<file path="config.mk">
export PLATFORM = sky130hd
export DESIGN_NAME = stream_channel_ctrl
export DESIGN_NICKNAME = d
export VERILOG_FILES = /design/src/rtl/stream_channel_ctrl.sv
export SDC_FILE = /design/constraint.sdc
export NUM_CORES = 2
export LEC_CHECK = 0
export ABC_AREA = 1
export BUFFER_PORTS_ARGS = -buffer_cell sky130_fd_sc_hd__clkbuf_2
export CORE_MARGIN = 1.5
export CORE_UTILIZATION = 56
export CTS_CLUSTER_DIAMETER = 60
export DETAILED_ROUTE_END_ITERATION = 16
export PLACE_DENSITY = 0.75
export SYNTH_ARGS = -nofsm -noshare
export SYNTH_HDL_FRONTEND = slang
export SYNTH_SLANG_ARGS = --single-unit
</file>
<file path="constraint.sdc">
create_clock -name i_user_clk -period 6.8 [get_ports i_user_clk]
set_clock_uncertainty 0.05 [all_clocks]
set_input_delay 0.68 -clock i_user_clk [delete_from_list [all_inputs] [get_ports i_user_clk]]
set_output_delay 0.68 -clock i_user_clk [all_outputs]
set_load 0.05 [all_outputs]
</file>
<file path="src/rtl/stream_channel_ctrl.sv">
// rtl/stream_channel_ctrl.sv - single-clock stream channel controller with TX/RX FIFOs and completion interrupt

module stream_channel_ctrl_fifo #(
   parameter int W     = 64,
   parameter int DEPTH = 16
) (
   input  logic                       clk,
   input  logic                       rst,
   input  logic                       push,
   input  logic [W-1:0]               din,
   input  logic                       pop,
   output logic [W-1:0]               dout,
   output logic [$clog2(DEPTH):0]     level
);
   localparam int AW = $clog2(DEPTH);

   logic [W-1:0] mem [DEPTH];
   logic [AW:0]  wptr, rptr;
   logic         full, empty, wr_en, rd_en;

   // The extra pointer bit separates full from empty when the index bits match.
   assign empty = (wptr == rptr);
   assign full  = (wptr[AW] != rptr[AW]) && (wptr[AW-1:0] == rptr[AW-1:0]);
   assign wr_en = push && (!full || pop);
   assign rd_en = pop && !empty;
   assign dout  = mem[rptr[AW-1:0]];
   assign level = wptr - rptr;

   always_ff @(posedge clk) begin
      if (rst) begin
         wptr <= '0;
         rptr <= '0;
      end else begin
         if (wr_en) wptr <= wptr + 1'b1;
         if (rd_en) rptr <= rptr + 1'b1;
      end
   end

   always_ff @(posedge clk) begin
      if (wr_en) mem[wptr[AW-1:0]] <= din;
   end
endmodule

module stream_channel_ctrl #(
   parameter int DATA_W     = 64,
   parameter int FIFO_DEPTH = 16,
   parameter int LEN_W      = 32
) (
   input  logic              i_user_clk,
   input  logic              i_rst,
   input  logic              i_start,
   input  logic [LEN_W-1:0]  i_tx_len,
   input  logic [LEN_W-1:0]  i_rx_len,
   output logic              o_busy,
   output logic              o_done,
   output logic              o_overflow,
   output logic [LEN_W-1:0]  o_tx_cnt,
   output logic [LEN_W-1:0]  o_rx_cnt,
   input  logic              i_host_data_valid,
   input  logic [DATA_W-1:0] i_host_data,
   output logic              o_host_ack,
   output logic              o_ustr_data_valid,
   output logic [DATA_W-1:0] o_ustr_data,
   input  logic              i_ustr_ack,
   input  logic              i_ustr_data_valid,
   input  logic [DATA_W-1:0] i_ustr_data,
   output logic              o_ustr_ack,
   output logic              o_host_wr_valid,
   output logic [DATA_W-1:0] o_host_wr_data,
   input  logic              i_host_wr_ack,
   output logic              o_intr_req,
   input  logic              i_intr_ack
);
   localparam int AW = $clog2(FIFO_DEPTH);
   localparam logic [AW:0] LVL_FULL = (AW+1)'(FIFO_DEPTH);

   typedef enum logic [1:0] {IDLE, RUN, FLUSH, INTR} state_t;

   state_t            state, state_nxt;
   logic [LEN_W-1:0]  tx_len_r, rx_len_r, host_in_cnt, rx_cnt_nxt, rx_len_nxt;
   logic [AW:0]       tx_level, rx_level, rx_level_nxt;
   logic [DATA_W-1:0] tx_head, rx_head;
   logic              tx_full, tx_empty, rx_empty;
   logic              tx_push, tx_pop, rx_push, rx_pop;
   logic              start_ok, ovf_set, ack_nxt;

   stream_channel_ctrl_fifo #(.W(DATA_W), .DEPTH(FIFO_DEPTH)) u_tx_fifo (
      .clk(i_user_clk), .rst(i_rst), .push(tx_push), .din(i_host_data),
      .pop(tx_pop), .dout(tx_head), .level(tx_level)
   );

   stream_channel_ctrl_fifo #(.W(DATA_W), .DEPTH(FIFO_DEPTH)) u_rx_fifo (
      .clk(i_user_clk), .rst(i_rst), .push(rx_push), .din(i_ustr_data),
      .pop(rx_pop), .dout(rx_head), .level(rx_level)
   );

   assign tx_full  = (tx_level == LVL_FULL);
   assign tx_empty = (tx_level == '0);
   assign rx_empty = (rx_level == '0);

   assign start_ok          = i_start && (state == IDLE);
   assign o_host_ack        = (state == RUN) && !tx_full && (host_in_cnt < tx_len_r);
   assign tx_push           = i_host_data_valid && o_host_ack;
   assign o_ustr_data_valid = !tx_empty;
   assign o_ustr_data       = tx_empty ? '0 : tx_head;
   assign tx_pop            = o_ustr_data_valid && i_ustr_ack;
   assign rx_push           = i_ustr_data_valid && o_ustr_ack;
   assign o_host_wr_valid   = !rx_empty;
   assign o_host_wr_data    = rx_empty ? '0 : rx_head;
   assign rx_pop            = o_host_wr_valid && i_host_wr_ack;
   assign ovf_set           = i_ustr_data_valid && !o_ustr_ack &&
                              !((state == IDLE) && (o_rx_cnt == rx_len_r));

   always_comb begin
      state_nxt = state;
      case (state)
         IDLE:    if (i_start) state_nxt = RUN;
         RUN:     if ((o_tx_cnt == tx_len_r) && (o_rx_cnt == rx_len_r)) state_nxt = FLUSH;
         FLUSH:   if (rx_empty) state_nxt = INTR;
         INTR:    if (i_intr_ack) state_nxt = IDLE;
         default: state_nxt = IDLE;
      endcase
   end

   // o_ustr_ack is registered, so it is computed from next-cycle state, level and count
   // to avoid accepting a word past rx_len or into a full FIFO.
   assign rx_level_nxt = rx_level + {{AW{1'b0}}, rx_push} - {{AW{1'b0}}, rx_pop};
   assign rx_cnt_nxt   = start_ok ? '0 : o_rx_cnt + {{(LEN_W-1){1'b0}}, rx_push};
   assign rx_len_nxt   = start_ok ? i_rx_len : rx_len_r;
   assign ack_nxt      = (state_nxt == RUN) && (rx_level_nxt != LVL_FULL) &&
                         (rx_cnt_nxt < rx_len_nxt);

   always_ff @(posedge i_user_clk) begin
      if (i_rst) begin
         state       <= IDLE;
         tx_len_r    <= '0;
         rx_len_r    <= '0;
         host_in_cnt <= '0;
         o_tx_cnt    <= '0;
         o_rx_cnt    <= '0;
         o_busy      <= 1'b0;
         o_done      <= 1'b0;
         o_overflow  <= 1'b0;
         o_ustr_ack  <= 1'b0;
         o_intr_req  <= 1'b0;
      end else begin
         state      <= state_nxt;
         o_ustr_ack <= ack_nxt;
         o_done     <= (state == FLUSH) && (state_nxt == INTR);
         if (start_ok) begin
            tx_len_r    <= i_tx_len;
            rx_len_r    <= i_rx_len;
            host_in_cnt <= '0;
            o_tx_cnt    <= '0;
            o_rx_cnt    <= '0;
            o_overflow  <= 1'b0;
            o_busy      <= 1'b1;
         end else begin
            if (tx_push) host_in_cnt <= host_in_cnt + 1'b1;
            if (tx_pop && (o_tx_cnt != tx_len_r)) o_tx_cnt <= o_tx_cnt + 1'b1;
            if (rx_push && (o_rx_cnt != rx_len_r)) o_rx_cnt <= o_rx_cnt + 1'b1;
            if (ovf_set) o_overflow <= 1'b1;
         end
         if ((state == FLUSH) && (state_nxt == INTR)) o_intr_req <= 1'b1;
         if ((state == INTR) && i_intr_ack) begin
            o_intr_req <= 1'b0;
            o_busy     <= 1'b0;
         end
      end
   end
endmodule

</file>
; ---- Word-level counts from Yosys, hierarchy flattened
; Memory sizes are Yosys's and may differ from the RTL's. A register that Yosys moved wholly into a read port is not among the register bits.
; Index checks and enable logic that the tools add are counted.
[totals]
regBits = 187
in_bits = 200
latchBits = 0
n_memories = 2
wordCells = 104
mem_bits_ro = 0
ramBits = 2048
[classes]
eq_ne = 17
mux = 17
n_addsub = 12
n_bitwise = 0
magnitude_cmp = 2
n_div = 0
n_reduce_logical = 39
shifts = 0
n_mul = 0
[memory_table]
columns = memory, depth, word_bits, read_ports, rd_ports_with_merged_regs, write_ports, line
row1 = u_rx_fifo.mem, 16, 64, 1, 1, 1, 17  ; logic [W-1:0] mem [DEPTH];
row2 = u_tx_fifo.mem, 16, 64, 1, 1, 1, 17
[ops]
columns = operator, count
row1 = $mux 64, 2
row2 = $add 32x1->32 const B, 3
row3 = $eq 32x32->1, 2
row4 = $lt 32x32->1, 2
row5 = $mux 32, 2
row6 = $ne 32x32->1, 2
row7 = $add 32x1->32, 1
row8 = $logic_and 1x1->1, 23
row9 = $add 5x1->5 const B, 4
row10 = $mux 4, 4
row11 = $eq 5x5->1, 2
row12 = $logic_not 5->1, 2
row13 = $sub 5x5->5, 2
row14 = $logic_not 1->1, 9
row15 = $eq 4x4->1, 2
row16 = $mux 2, 4
row17 = $pmux 2 s4, 1
row18 = $eq 2x2->1 const B, 3
row19 = $add 5x1->5, 1
row20 = $eq 5x5->1 const B, 1
row21 = $ne 5x5->1 const B, 1
row22 = $sub 5x1->5, 1
row23 = $eq 2x1->1 const B, 2
row24 = $mux 1, 4
row25 = other kinds (4), 7

; ---- Logic depth before layout (Yosys ltp)
[logic_depth]
word_depth = 9
ltp_mapped = 28
depth_no_buf = 28

; ---- Modules after synthesis
; A second synthesis with hierarchy kept.
[hier_totals]
cells_unflattened = 9981
hier_area_um2 = 99038.7
[by_module_without_submodules]
columns = module, area_each_um2, cells_each, seq_area_each_um2, instances
row1 = stream_channel_ctrl_fifo (u_rx_fifo), 43217.7, 3934, 31029.8, 1
row2 = stream_channel_ctrl_fifo (u_tx_fifo), 43097.6, 3931, 31029.8, 1
row3 = stream_channel_ctrl, 12723.5, 2116, 3343.2, 1

; ---- Worst setup path after synthesis
; OpenSTA, ideal clock, no wires.
[synth_timing]
path_type = register to register
start = reg u_rx_fifo.wptr[0]
end = mem u_rx_fifo.mem[10][0], enable pin
path_stages_with_launch = 16
setup_time_ns = 0.565
arrival_time_ns = 6.330
path_buffers = 1
setup_slack_ns = -0.145
cell_sequence = dfxtp_1 > inv_1 > ha_1 > inv_1 > fa_1 > xor2_1 > inv_1 > ha_1 > nand2_1 > nor2_1 > nand2_1 > nand2_1 > nand2_1 > nand2_2 > buf_2 > nor3_1
[synth_via]
elab_chain_len = 8
word_cells_on_any_way = 11
[synth_lines]
columns = item, line
row1 = start: declaration, 18  ; logic [AW:0] wptr, rptr;
row2 = start signal: assignment, 34  ; if (wr_en) wptr <= wptr + 1'b1;
row3 = $sub 5x5->5, 27  ; assign level = wptr - rptr;
row4 = $logic_not 5->1, 99  ; assign rx_empty = (rx_level == '0);
row5 = $logic_not 1->1, 108  ; assign o_host_wr_valid = !rx_empty;
row6 = $logic_and 1x1->1, 110  ; assign rx_pop = o_host_wr_valid && i_host_wr_ack;
row7 = $logic_or 1x1->1, 24  ; assign wr_en = push && (!full || pop);
row8 = $logic_and 1x1->1, 24
row9 = $mux 1, 40  ; if (wr_en) mem[wptr[AW-1:0]] <= din;
row10 = $mux 1 (not written as such), 40
row11 = end: declaration, 17
; Several ways; a longest one is shown, not always the timed one.

==> summary.md <==
| Metric | Value |
|---|---|
| Outcome | complete, no violations |
| Ys flop type | edfxtp_1 |
| Total Die Area | 171000 µm² |
| Fin crit share | 75.41% |
| Worst-path cell chain | buf_4, nand2_1, nand2_1, a21oi_1, o311ai_0, nand2_1, nor2_1, clkbuf_2 |
| Syn Nets | 8169 |
| CP Max Fanout | 103 |
| Die Ht | 413.6 µm |
| Worst hold slack | 0.07733 ns |
| Net Sw Frac | 35.76% |
| Overall Power | 38.37 mW |
| Clock buffer depth | 3 |
| Fmax | 195.0 MHz |
| First-pass GRT wire length | 361200 µm |
| Tmin final | 5.128 ns |
| Reg power frac | 40.3% |
| Final Core Density | 62.93% |
| Fill cell total of the finished layout | 12320 |
| Pwr Density | 364.6 nW/µm² |
| Worst Setup End Kind | output port |
| Total track usage | 27.80% |
| Detail Placement HPWL | 134700 µm |
| CP max stage cell | dfxtp_4 |
| # nets final | 8405 |
| Num CTS Buffers | 217 |
| Die width | 413.6 µm |
| Clock H-tree levels | 4 |
| Post-DP Area | 98250 µm² |
| Async SR Flop Fraction | 0% |
| Boundary pin count | 400 |
| Clock Sinks | 2243 |
| Sequential element share of the synthesized area | 69.28% |
| Worst slew pin tran | 1.266 ns |
| Post-Route WL | 241000 µm |
| Area growth syn-to-layout | 11.47% |
| DRC violations left | 0 |
| Slowest stage delay, CP | 1.04 ns |
| Starting Density | 56.45% |
| Clock share of power | 30.7% |
| Largest net degree at the start of global routing | 198 |
| Synth cell types | 52 |
| Dominant cell type by area after synthesis | edfxtp_1 |
| Arr. time, crit path | 4.40 ns |
| Unrepaired setup endpoints after global routing | false |
| Final hold vios | 0 |
| Finished Cell Area | 105200 µm² |
| Number of synthesized flops with an enable pin | 2048 |
| Setup TNS | 0 ns |
| Buffers added on ports | 399 |
| Critical Path RT | 6.07 ns |
| Initial antenna violation count | 39 |
| Pins over their slew limit | 0 |
| Mean Syn Cell Area | 11.99 µm² |
| Congestion Overflow GR | 0 |
| Peak VDD IR | 623.2 µV |
| Post-DR wirelength/cell | 22.95 µm |
| Logic gate share of total power | 29.0% |
| Switching power | 13.72 mW |
| P_int | 24.65 mW |
| Gpl congestion | 1.001 |
| Post-CTS setup buffer count | 0 |
| Clock root buffer master | clkbuf_16 |
| Vias | 63080 |
| FF/Latch Area | 65430 µm² |
| Clk_lat worst skew | 0.85 ns |
| Rows | 150 |
| Clock-pin slew on the worst setup and hold paths | 0.06 ns |
| Vias per inst | 6.005 |
| Synth cell count leaders | edfxtp_1, nand2_1, a21oi_1 |
| Yosys reg bits | 2243 |
| Worst min-delay path class | in -> reg |
| CP Launch Type | flop |
| Fraction of layout cells with a size suffix above 1 | 11.76% |
| Initial DRC Count | 6916 |
| Area of the mapped netlist | 94400 µm² |
| Total core area | 167200 µm² |
| Pre-antenna DRT Iters | 6 |
| Post-Synthesis Cells | 7876 |
| Headroom to the max-slew limit | 15.63% |
| Gates resized, CTS repair | 0 |
| Top-area cell type share of the netlist area | 65.15% |
| Final setup viols | 0 |
| Count leader, synth | edfxtp_1 |
| Leakage | 37.35 nW |
| Top cells by area, synth | edfxtp_1, nand2_1, a21oi_1, dfxtp_1, mux2i_1 |
| Max-Cap Viols | 0 |
| Post-route antenna net violation count | 0 |
| Crit Path Category | reg -> out |
| Vias in the first global route | 60700 |
| Crit-path most repeated cell | nand2_1 |
| Yosys Warn Count | 0 |
| CTS tree | done |
| Area of the multi-input gates | 25470 µm² |
| CTS Hold Buffers Added | 0 |
cell usage in the layout, fill, tap and decap left out, drive strengths merged, types with 28 or more instances in the layout:
| cell | Yosys | final |
|---|---|---|
| mux2i | 227 | 227 |
| nor2 | 291 | 291 |
| inv | 429 | 437 |
| xor2 | 92 | 92 |
| o21ai | 404 | 404 |
| dfxtp | 195 | 195 |
| a22oi | 64 | 64 |
| a21oi | 799 | 799 |
| nor3 | 105 | 105 |
| a32o | 64 | 64 |
| edfxtp | 2048 | 2048 |
| clkbuf | 277 | 656 |
| ha | 91 | 91 |
| clkinv | 1 | 100 |
| o311ai | 50 | 50 |
| a31oi | 52 | 52 |
| o211ai | 88 | 88 |
| nand4 | 28 | 28 |
| nand3 | 452 | 452 |
| mux2 | 91 | 91 |
| buf | 205 | 100 |
| nand2 | 1719 | 1719 |
critical path: cells and delay by family, from the launching register on:
kind	cells	cell delay [ns]
buffers and inverters	2	1.30
flip-flops	1	1.04
AND/OR/NAND/NOR	4	0.63
AO/OA/AOI/OAI	2	0.50
cell families (layout without fill, tap and decap cells):
kind of cell    after synthesis  after routing  synth area share [%]
other cells                   0             16                     0
buf+inv                     912           1320                 3.930
xor+xnor                    113            113                 1.056
simple gates               2625           2625                 11.42
flops                      2243           2243                 69.28
compound gates             1572           1572                 9.572
fa+ha+maj                    93             93                 1.249
mux                         318            318                 3.492
sequential cells by signal, summed over array words and instances, names as in the netlist, 2 cells and up, named ones only:
name and count:
u_rx_fifo.mem 1024, u_tx_fifo.mem 1024, host_in_cnt 32, o_rx_cnt 32, o_tx_cnt 32, rx_len_r 32, tx_len_r 32, u_rx_fifo.rptr 5
u_rx_fifo.wptr 5, u_tx_fifo.rptr 5, u_tx_fifo.wptr 5, state 2
metrics by stage:
stage / std cells / worst slack, ns
2_1_floorplan: 7876 / -0.1454
3_3_place_gp: 10100 / 2.327
3_5_place_dp: 10100 / 2.331
4_1_cts: 10490 / 1.657
5_1_grt: 10500 / 1.424
6_report: 10500 / 1.672
cell type report:
| type | count | share of cell area (%) |
|---|---|---|
| Tap cell | 2204 | 2.621 |
| Timing Repair Buffer | 499 | 2.801 |
| Sequential cell | 2243 | 62.18 |
| Clock inverter | 134 | 1.184 |
| Clock buffer | 257 | 5.412 |
| Inverter | 430 | 1.560 |
| Antenna cell | 16 | 0.03805 |
| Multi-Input combinational cell | 4721 | 24.21 |
power by group through the flow:
stage / registers, mW / clock network, mW / logic, mW
floorplan: 15.6 / 0 / 8.15
global placement: 15.7 / 0 / 10.9
detailed placement: 15.8 / 0 / 11.1
CTS: 15.5 / 11.9 / 11.1
global route: 15.5 / 12.4 / 11.9
finish: 15.5 / 11.8 / 11.1
metal layers:
metal	part of all wire, %	GRT usage, %
met5	0.12	0
met4	3.9	11.83
met3	8.6	5.556
met2	49	45.48
met1	39	36.28
path summary, 6_finish.rpt:
kind / startpoint / end / slack (ns) / cells after the start
max: flop / o_ustr_data[12] / 1.67 / 8
min: i_tx_len[0] / tx_len_r[0]$_SDFFE_PP0P_ / 0.08 / 3
max reg2reg: host_in_cnt[23]$_SDFFE_PP0P_ / u_tx_fifo.mem[8][14]$_DFFE_PP_ / 2.23 / 11
min reg2reg: o_intr_req$_SDFFE_PP0P_ / o_intr_req$_SDFFE_PP0P_ / 0.40 / 2
No activity file was read; power rests on OpenSTA's default activity.
